==> config.mk <==
export PLATFORM = sky130hd
export DESIGN_NAME = piso_shift_reg
export DESIGN_NICKNAME = d
export VERILOG_FILES = /design/src/rtl/piso_shift_reg.sv
export SDC_FILE = /design/constraint.sdc
export NUM_CORES = 1
export LEC_CHECK = 0
export BUFFER_PORTS_ARGS = -buffer_cell sky130_fd_sc_hd__buf_2
export CORE_MARGIN = 2
export CORE_UTILIZATION = 43
export DETAILED_ROUTE_END_ITERATION = 12
export PLACE_DENSITY = 0.82
export SLEW_MARGIN = 25
export SYNTH_ARGS = -nofsm -noshare
export SYNTH_HDL_FRONTEND = slang
export SYNTH_SLANG_ARGS = --single-unit
==> constraint.sdc <==
create_clock -name CLK -period 1.3 [get_ports CLK]
set_input_delay 0.065 -clock CLK [delete_from_list [all_inputs] [get_ports CLK]]
set_output_delay 0.065 -clock CLK [all_outputs]
set_load 0.1 [all_outputs]
==> src/rtl/piso_shift_reg.sv <==
// Parallel-in / serial-out shift register: sends one WIDTH-bit word as WIDTH
// single-bit beats over a valid/ready serial link.
module piso_shift_reg #(
   parameter int WIDTH     = 8,
   parameter bit MSB_FIRST = 1'b0
) (
   input  logic             CLK,
   input  logic             RESET,
   input  logic [WIDTH-1:0] I,
   input  logic             I_valid,
   output logic             I_ready,
   output logic             O,
   output logic             O_valid,
   input  logic             O_ready,
   output logic             O_last
);

   localparam int CW = (WIDTH > 1) ? $clog2(WIDTH) : 1;
   localparam logic [CW-1:0] CNT_LAST = CW'(WIDTH - 1);

   typedef enum logic {IDLE = 1'b0, SHIFT = 1'b1} state_e;

   state_e           state_q, state_d;
   logic [CW-1:0]    cnt_q, cnt_d;
   logic [WIDTH-1:0] shreg_q, shreg_d;

   logic in_shift, at_last, accept, xfer;

   assign in_shift = (state_q == SHIFT);
   assign at_last  = in_shift && (cnt_q == CNT_LAST);
   assign xfer     = in_shift && O_ready;
   assign accept   = I_valid && I_ready;

   always_comb begin
      I_ready = !in_shift || (at_last && O_ready);
      O_valid = in_shift;
      O_last  = at_last;
      O       = 1'b0;
      if (in_shift) O = MSB_FIRST ? shreg_q[WIDTH-1] : shreg_q[0];
   end

   // A new word may be loaded on the same edge as the last beat leaves,
   // so accept takes priority over the return to IDLE.
   always_comb begin
      state_d = state_q;
      cnt_d   = cnt_q;
      shreg_d = shreg_q;
      if (accept) begin
         state_d = SHIFT;
         cnt_d   = '0;
         shreg_d = I;
      end else if (xfer) begin
         if (at_last) begin
            state_d = IDLE;
         end else begin
            cnt_d   = cnt_q + 1'b1;
            shreg_d = MSB_FIRST ? (shreg_q << 1) : (shreg_q >> 1);
         end
      end
   end

   always_ff @(posedge CLK) begin
      if (RESET) begin
         state_q <= IDLE;
         cnt_q   <= '0;
         shreg_q <= '0;
      end else begin
         state_q <= state_d;
         cnt_q   <= cnt_d;
         shreg_q <= shreg_d;
      end
   end

endmodule

# Word level (Yosys, flattened, before mapping)
# Cells that the tools add are included.
# Widths: inputs -> output; s select.
# totals
ff_bits,12
output_inout_bits,4
# op_classes
reduce_logical,12
n_bitwise,1
n_eq_ne,2
n_mux,7
add_sub_neg,1
# ops
op,n
$mux 8,3
$reduce_and 2->1,3
$logic_and 1x1->1,4
$mux 1,4
$reduce_bool 2->1,2
$add 3x1->3 const B,1
$eq 3x3->1 const B,1
$ne 2x1->1 const B,1
$reduce_or 2->1,1
$logic_not 1->1,1
$logic_or 1x1->1,1
$not 1->1,1

# Depth between registers and ports, before layout
# Gate-level depths: netlist of run 1.
# depth
depth_word,7
ltp_mapped,6
mapped_depth_nobuf,5

# Worst setup path before layout of run 1
# Ideal clock, no wire load.
# synth_timing
path_kind,register to register
startpoint,"register state_q, in the netlist O_valid"
endpoint,register shreg_q[0]
path_buffers,0
required_ns,1.181
stages_incl_launch_ff,4
period_less_slack_ns,1.976
arrival_time_ns,1.857
path_slack_ns,-0.676
path_cell_list,dfxtp_1 -> a21bo_2 -> nand2_2 -> o221a_2
# synth_via
elab_chain_cells,6
word_cells_on_any_way,10
classes_between,eq/ne: 1; mux: 1; reduce/logical: 8
# synth_lines
element,line_no,text
from (decl),23,"state_e state_q, state_d;"
from (signal assigned),68,state_q <= state_d;
$logic_and 1x1->1,30,assign at_last = in_shift && (cnt_q == CNT_LAST);
$logic_and 1x1->1,35,I_ready = !in_shift || (at_last && O_ready);
$logic_or 1x1->1 (*),35,
via I_ready,11,"output logic I_ready,"
$logic_and 1x1->1 (*),32,assign accept = I_valid && I_ready;
$ne 2x1->1 (no line) or $reduce_bool 2->1 (tied branches),n/a,
$reduce_and 2->1 (no line),n/a,
to (signal assigned),70,shreg_q <= shreg_d;
to (decl),25,"logic [WIDTH-1:0] shreg_q, shreg_d;"
# Mark *: on every way through the listed nets, which the timed path passes. The rest lies on a longest branch.
# A chain may end at the register's enable or synchronous reset.

# Final worst setup path of run 1
# layout_timing
startpoint,register cnt_q[1]
endpoint,register shreg_q[1]
# layout_via
elab_chain_cells,7
word_cells_on_any_way,9
classes_between,eq/ne: 2; mux: 1; reduce/logical: 6
# layout_lines
element,line_no,text
from (decl),24,"logic [CW-1:0] cnt_q, cnt_d;"
from (signal assigned),69,cnt_q <= cnt_d;
$eq 3x3->1 (*),30,
$logic_and 1x1->1 (*),30,
$logic_and 1x1->1,35,
$logic_or 1x1->1,35,
$logic_and 1x1->1,32,
$ne 2x1->1 (no line) or $reduce_bool 2->1 (tied branches),n/a,
$reduce_and 2->1 (no line),n/a,
# Every way passes the cells marked *; elsewhere a longest branch is shown, timed or not.

==> results.cfg, run 1 <==
[global_route]
antenna_found_initial = 0
first_global_vias = 489
grt_usage_pct = 21.0
grt_pass1_wl_um = 2150
grt_max_degree = 14
gr-total-overflow = 0

[timing]
setup-violations-final = 13
slew_headroom_pct = 68.0
finClkSkew_ns = 0.0104
fin_crit_ns = 1.42
hold_viol = 0
fmax_ghz = 0.705
slew_violations = 0
period_share_pct = 109
finalWorstSetupSlack_ns = -0.118
worst_pin_slew_ns = 0.483
rsz0062_at_grt = yes

[floorplan]
std_cell_rows = 13
initial_core_util_pct = 44.8
design.core.area_sq_mm = 0.00127
dieArea_sq_mm = 0.00163
die_y_um = 40.3
die_x_um = 40.3
ios = 16

[logic_synthesis]
synthSimpleGateAreaFrac_pct = 13.2
synth_area_per_cell_sq_um = 10.1
ys_types = 19
synthMuxAreaShare_pct = 3.52
synthXorXnorAreaFrac_pct = 1.54
synth_nets = 70
synth_compound_area_share_pct = 27.1
yosys.area_share.adder_pct = 4.41
synth_cells = 56
synth_top_area_cell = dfxtp_1
syn_area_sq_um = 568
ys_ff_latch = 12
synth_top_area_share_pct = 42.3
synth_top_family_by_area = compound AO/OA/AOI/OAI gates
yosysWarnings = 0
synth_area_leaders = dfxtp_1 42%, o221a_2 14%, a21oi_1 7.0%
ys_seq_area_share_pct = 42.3

[setup_path]
critical-path-max-stage-delay_ns = 0.35
critPathMaxFanout = 7
reg2reg_to = shreg_q[1]
reg2reg_depth = 6
endpoint_kind = register
slowest_stage = dfxtp_2
r2r_slack_ns = -0.12
critPathKind = register to register
critPathTopFamily = flip-flops
path_cells = ha_4, ha_4, and3b_2, buf_4, a21oi_4, o221a_4
rr_startpoint = cnt_q[1]
crit_top_cell = ha_4
arrival_ns = 1.65
path_buf_inv = 1
cp-start-kind = register
crit_required_ns = 1.53

[clock_network]
clk_latency_ns = 0.28
htree_levels = 1
cts_buffers = 3
ctsLongestPathBuffers = 2
clock_sinks = 12
cts_tree = done
cts_root_buffer = clkbuf_4
clk_pin_slew_worst_paths_ns = 0.08

[drt]
drt_wl_total_um = 1350
dr.first_iter.drc_count = 7
drtPass1Iterations = 4
wire_per_inst_um = 14.7
drc = 0
viasPerCell = 5.61
num_vias = 516
antenna_left = 0

[power_and_ir_drop]
finalPower_uw = 866
leakage_nw = 0.348
p_per_area_mw_per_mm2 = 1050
vdd_drop_max_mv = 0.835

[finish]
fin_cells = 92
nets = 92
area_growth_pct = 44.7
drive_gt1_share_pct = 61.0
n_antenna_cell = 0

[status]
status = finished, violations left
violations = setup timing

[hold_path]
holdCritStartpoint = I[3]
hold_class = input pin to register
hold_path_end = shreg_q[3]
holdPathStages = 2

[place]
numPortBuffers = 15
dp_hpwl_um = 972
dpl.cell_count = 87
place_congestion = 0.742

[run]
drv_cap = 0
registers in the layout, indices dropped and copies added (netlist names):
signal and count:
O_valid 1, shreg_q 8, cnt_q 3
power breakdown:
part / total [mW] / leakage (nW) / switching, mW / internal, mW
Combinational: 0.207 / 0.232 / 0.118 / 0.0888
Clock: 0.247 / 0.0150 / 0.128 / 0.119
Sequential: 0.412 / 0.101 / 0.0176 / 0.395
final cells by class:
class / instances / area (sq um)
fill: 103 / 447
multi-input combinational: 34 / 359
timing repair buffer: 19 / 141
inverter: 8 / 30.0
sequential: 12 / 246
tap: 15 / 18.8
clock buffer: 4 / 26.3
placed cells by master (no fill, tap or decap):
master | netlist | final
dfxtp_1 | 12 | 9
dfxtp_4 | 0 | 1
ha_4 | 0 | 2
and2_2 | 2 | 2
buf_12 | 0 | 2
nand2_4 | 0 | 1
mux2i_1 | 2 | 2
inv_1 | 8 | 8
buf_2 | 0 | 12
buf_4 | 0 | 3
dfxtp_2 | 0 | 2
xnor2_2 | 0 | 1
a21bo_4 | 0 | 1
o221a_2 | 7 | 6
and2_4 | 1 | 1
a21oi_4 | 1 | 2
nor3_1 | 3 | 3
clkbuf_4 | 0 | 4
a21oi_1 | 8 | 4
o32ai_1 | 1 | 1
buf_6 | 1 | 1
and2b_2 | 1 | 1
and3b_2 | 0 | 1
clkbuf_1 | 0 | 1
o221a_4 | 0 | 1
nand2b_1 | 2 | 2
a21oi_2 | 0 | 3
cell usage after synthesis (all sizes together):
| cell | number |
|---|---|
| ha | 2 |
| mux2i | 2 |
| o221a | 7 |
| o32ai | 1 |
| and3b | 1 |
| and2 | 3 |
| buf | 2 |
| a21bo | 1 |
| nand2 | 1 |
| dfxtp | 12 |
| and2b | 1 |
| a21oi | 9 |
| nand2b | 2 |
| inv | 8 |
| xnor2 | 1 |
| nor3 | 3 |
metal layers:
metal / global-route usage, % / share of wire (%) / vias up
met1: 22.6 / 43 / 252
li1: - / - / 245
met5: 0 / 0 / -
met4: 7.50 / 0.59 / 0
met3: 8.33 / 5.9 / 2
met2: 36.5 / 51 / 17
through the flow:
| step | util (%) | hold slack (ns) | setup WS [ns] | area, sq um | TNS, ns |
|---|---|---|---|---|---|
| floorplan | - | 0.235 | -0.163 | 619 | -1.15 |
| global placement | 59.2 | 0.341 | -0.0673 | 751 | -0.425 |
| detailed placement | 59.2 | 0.347 | -0.135 | 751 | -0.861 |
| CTS | 62.7 | 0.0623 | -0.107 | 796 | -0.950 |
| global route | 64.8 | 0.0579 | -0.175 | 822 | -1.86 |
| finish | 64.8 | 0.0566 | -0.118 | 822 | -1.09 |
worst max path at each step:
stage / startpoint / cells past startpoint / slack (ns) / end
after floorplan: cnt_q[1] / 5 / -0.16 / shreg_q[1]
after detailed placement: cnt_q[1] / 6 / -0.13 / shreg_q[1]
after global placement: cnt_q[1] / 6 / -0.07 / cnt_q[2]
final: cnt_q[1] / 6 / -0.12 / shreg_q[1]
after CTS: cnt_q[1] / 4 / -0.11 / I_ready
after global routing: cnt_q[1] / 6 / -0.18 / shreg_q[6]
kinds of logic after synthesis:
family / after synthesis
and+or+nand+nor: 11
buffers and inverters: 10
adders and majority gates: 2
xor gates and xnor gates: 1
AOI/OAI and AO/OA: 18
DFF: 12
muxes: 2
what timing repair did:
item / 4_1_cts / 5_1_grt
hold endpoints to repair: 0 / 0
hold buffers: 0 / 0
endpoints found under the setup margin: 13 / 14
resized for setup: 4 / 5
pin swaps: 11 / 1
setup buffers: 0 / 1
Note: power is estimated with default switching activity, not from simulation.
==> run 2, diff against run 1 <==
==> constraint.sdc (replaced) <==
create_clock -name CLK -period 1.3 [get_ports CLK]
set_input_delay 0.195 -clock CLK [delete_from_list [all_inputs] [get_ports CLK]]
set_output_delay 0.195 -clock CLK [all_outputs]
set_load 0.1 [all_outputs]
==> run 2 against run 1 <==
Against the previous run: the run still ends with setup timing left; flip-flop and latch count stayed put; via count is 7.2% lower; core utilization rose by 2.7 points; power rose by 0.28%; wire length shrank 10%; register-to-register slack hardly changed; non-clock buffer count is the same; hold slack gained 0.14 ns; clock skew grew 0.0033 ns; sequential power is essentially flat; largest power group unchanged; highest routed layer unchanged.
==> results.cfg, run 2 (same netlist as run 1, synthesis figures left out) <==
[global_route]
grt_max_degree = 14
gr-total-overflow = 0
antenna_found_initial = 0
grt_pass1_wl_um = 2160
grt_usage_pct = 21.4
first_global_vias = 513

[timing]
period_share_pct = 114
worst_pin_slew_ns = 0.296
fin_crit_ns = 1.48
slew_violations = 0
finalWorstSetupSlack_ns = -0.184
hold_viol = 0
rsz0062_at_grt = yes
fin_tns_setup_ns = -1.25
finClkSkew_ns = 0.0136
setup-violations-final = 13
fmax_ghz = 0.674
slew_headroom_pct = 80.2
hold_ws_ns = 0.193

[drt]
num_vias = 479
dr.first_iter.drc_count = 3
drtPass1Iterations = 3
viasPerCell = 5.21
drc = 0
wire_per_inst_um = 13.2
antenna_left = 0
drt_wl_total_um = 1210

[floorplan]
die_x_um = 40.3
initial_core_util_pct = 44.8
ios = 16
design.core.area_sq_mm = 0.00127
std_cell_rows = 13
dieArea_sq_mm = 0.00163
die_y_um = 40.3

[power_and_ir_drop]
finalPower_uw = 869
vdd_drop_max_mv = 0.775
switching_power_uw = 257
p_clk_share_pct = 27.4
leakage_nw = 0.353
sequentialPowerShare_pct = 47.6
p_per_area_mw_per_mm2 = 1010
swShare_pct = 29.5
intPower_uw = 612
combPwrFrac_pct = 25.0

[finish]
area_growth_pct = 50.7
nets = 92
final_area_sq_um = 856
n_antenna_cell = 0
layout_commonest_cell = buf_2
drive_gt1_share_pct = 61.0
nFillCells = 102
top_register = shreg_q
largest_reg_flops = 8
multi_input_area_sq_um = 374
regArea_sq_um = 246
final_cell_mix = 11 x buf_2, 9 x dfxtp_1, 8 x inv_1

[clock_network]
clk_pin_slew_worst_paths_ns = 0.08
clk_latency_ns = 0.27
htree_levels = 1
ctsLongestPathBuffers = 2
cts_buffers = 3
cts_hold_buf = 0
cts_tree = done
clock_sinks = 12
cts_root_buffer = clkbuf_4

[setup_path]
crit_top_cell = ha_4
endpoint_kind = output pin
critPathKind = register to output pin
slowest_stage = dfxtp_2
crit_required_ns = 1.11
arrival_ns = 1.29
path_cells = ha_4, ha_4, a21bo_4, buf_12
critical-path-max-stage-delay_ns = 0.33
critPathMaxFanout = 4
cp-start-kind = register

[run]
drv_cap = 0

[place]
dp_hpwl_um = 847
placed_area_sq_um = 766
place_congestion = 0.779
numPortBuffers = 15

[status]
status = finished, violations left
violations = setup timing

[hold_path]
hold_class = input pin to register
[run 2: cell counts in the layout (fill, tap and decap cells not counted)]
No cell type changed its count.
[run 2: final timing paths]
check                                 from          to  slack (ns)  cells after the start
worst max-delay path              cnt_q[0]     I_ready       -0.18                      4
worst min-delay path                  I[3]  shreg_q[3]        0.19                      2
worst max register to register    cnt_q[0]  shreg_q[4]       -0.11                      5
worst min register to register  shreg_q[7]  shreg_q[7]        0.52                      2
[run 2: final cells by class]
| class | count | share of cell area, % |
|---|---|---|
| clock buffers | 4 | 3.07 |
| inverters | 8 | 3.51 |
| multi-input cells | 34 | 43.7 |
| flip-flops and latches | 12 | 28.8 |
| well taps | 15 | 2.19 |
| repair buffers | 19 | 18.7 |
[run 2: per-stage QoR]
step                setup slack (ns)  util (%)  std cells
floorplan                     -0.163         -         56
finish                        -0.184      67.5         92
global placement             -0.0602      60.4         87
CTS                           -0.198      65.7         92
global route                  -0.239      67.5         92
detailed placement           -0.0859      60.4         87
[run 2: worst max-delay path, delay by kind of cell (launching register included)]
family | cells | cell delay [ns]
buffers and inverters | 1 | 0.16
AOI/OAI and AO/OA | 1 | 0.21
DFF | 1 | 0.33
adders and majority gates | 2 | 0.32
[run 2: per-layer routing]
layer	part of all wire, %	track usage, %	up-vias	wire length [um]
met5	0	0	-	0
met4	2.1	12.5	0	26
li1	-	-	244	-
met1	45	23.4	219	541
met2	47	34.5	12	576
met3	5.7	8.33	4	69
[run 2: what timing repair did]
action / CTS / global route
pin swaps: 11 / 1
gates resized for setup: 7 / 4
endpoints found under the setup margin: 13 / 14
hold endpoints to repair: 0 / 0
setup buffers: 1 / 0
[run 2: power groups by stage]
stage / combinational (mW) / clock, mW / sequential, mW
5_1_grt: 0.234 / 0.268 / 0.417
3_5_place_dp: 0.191 / 0 / 0.420
2_1_floorplan: 0.120 / 0 / 0.432
3_3_place_gp: 0.187 / 0 / 0.418
4_1_cts: 0.208 / 0.248 / 0.412
6_report: 0.217 / 0.238 / 0.413
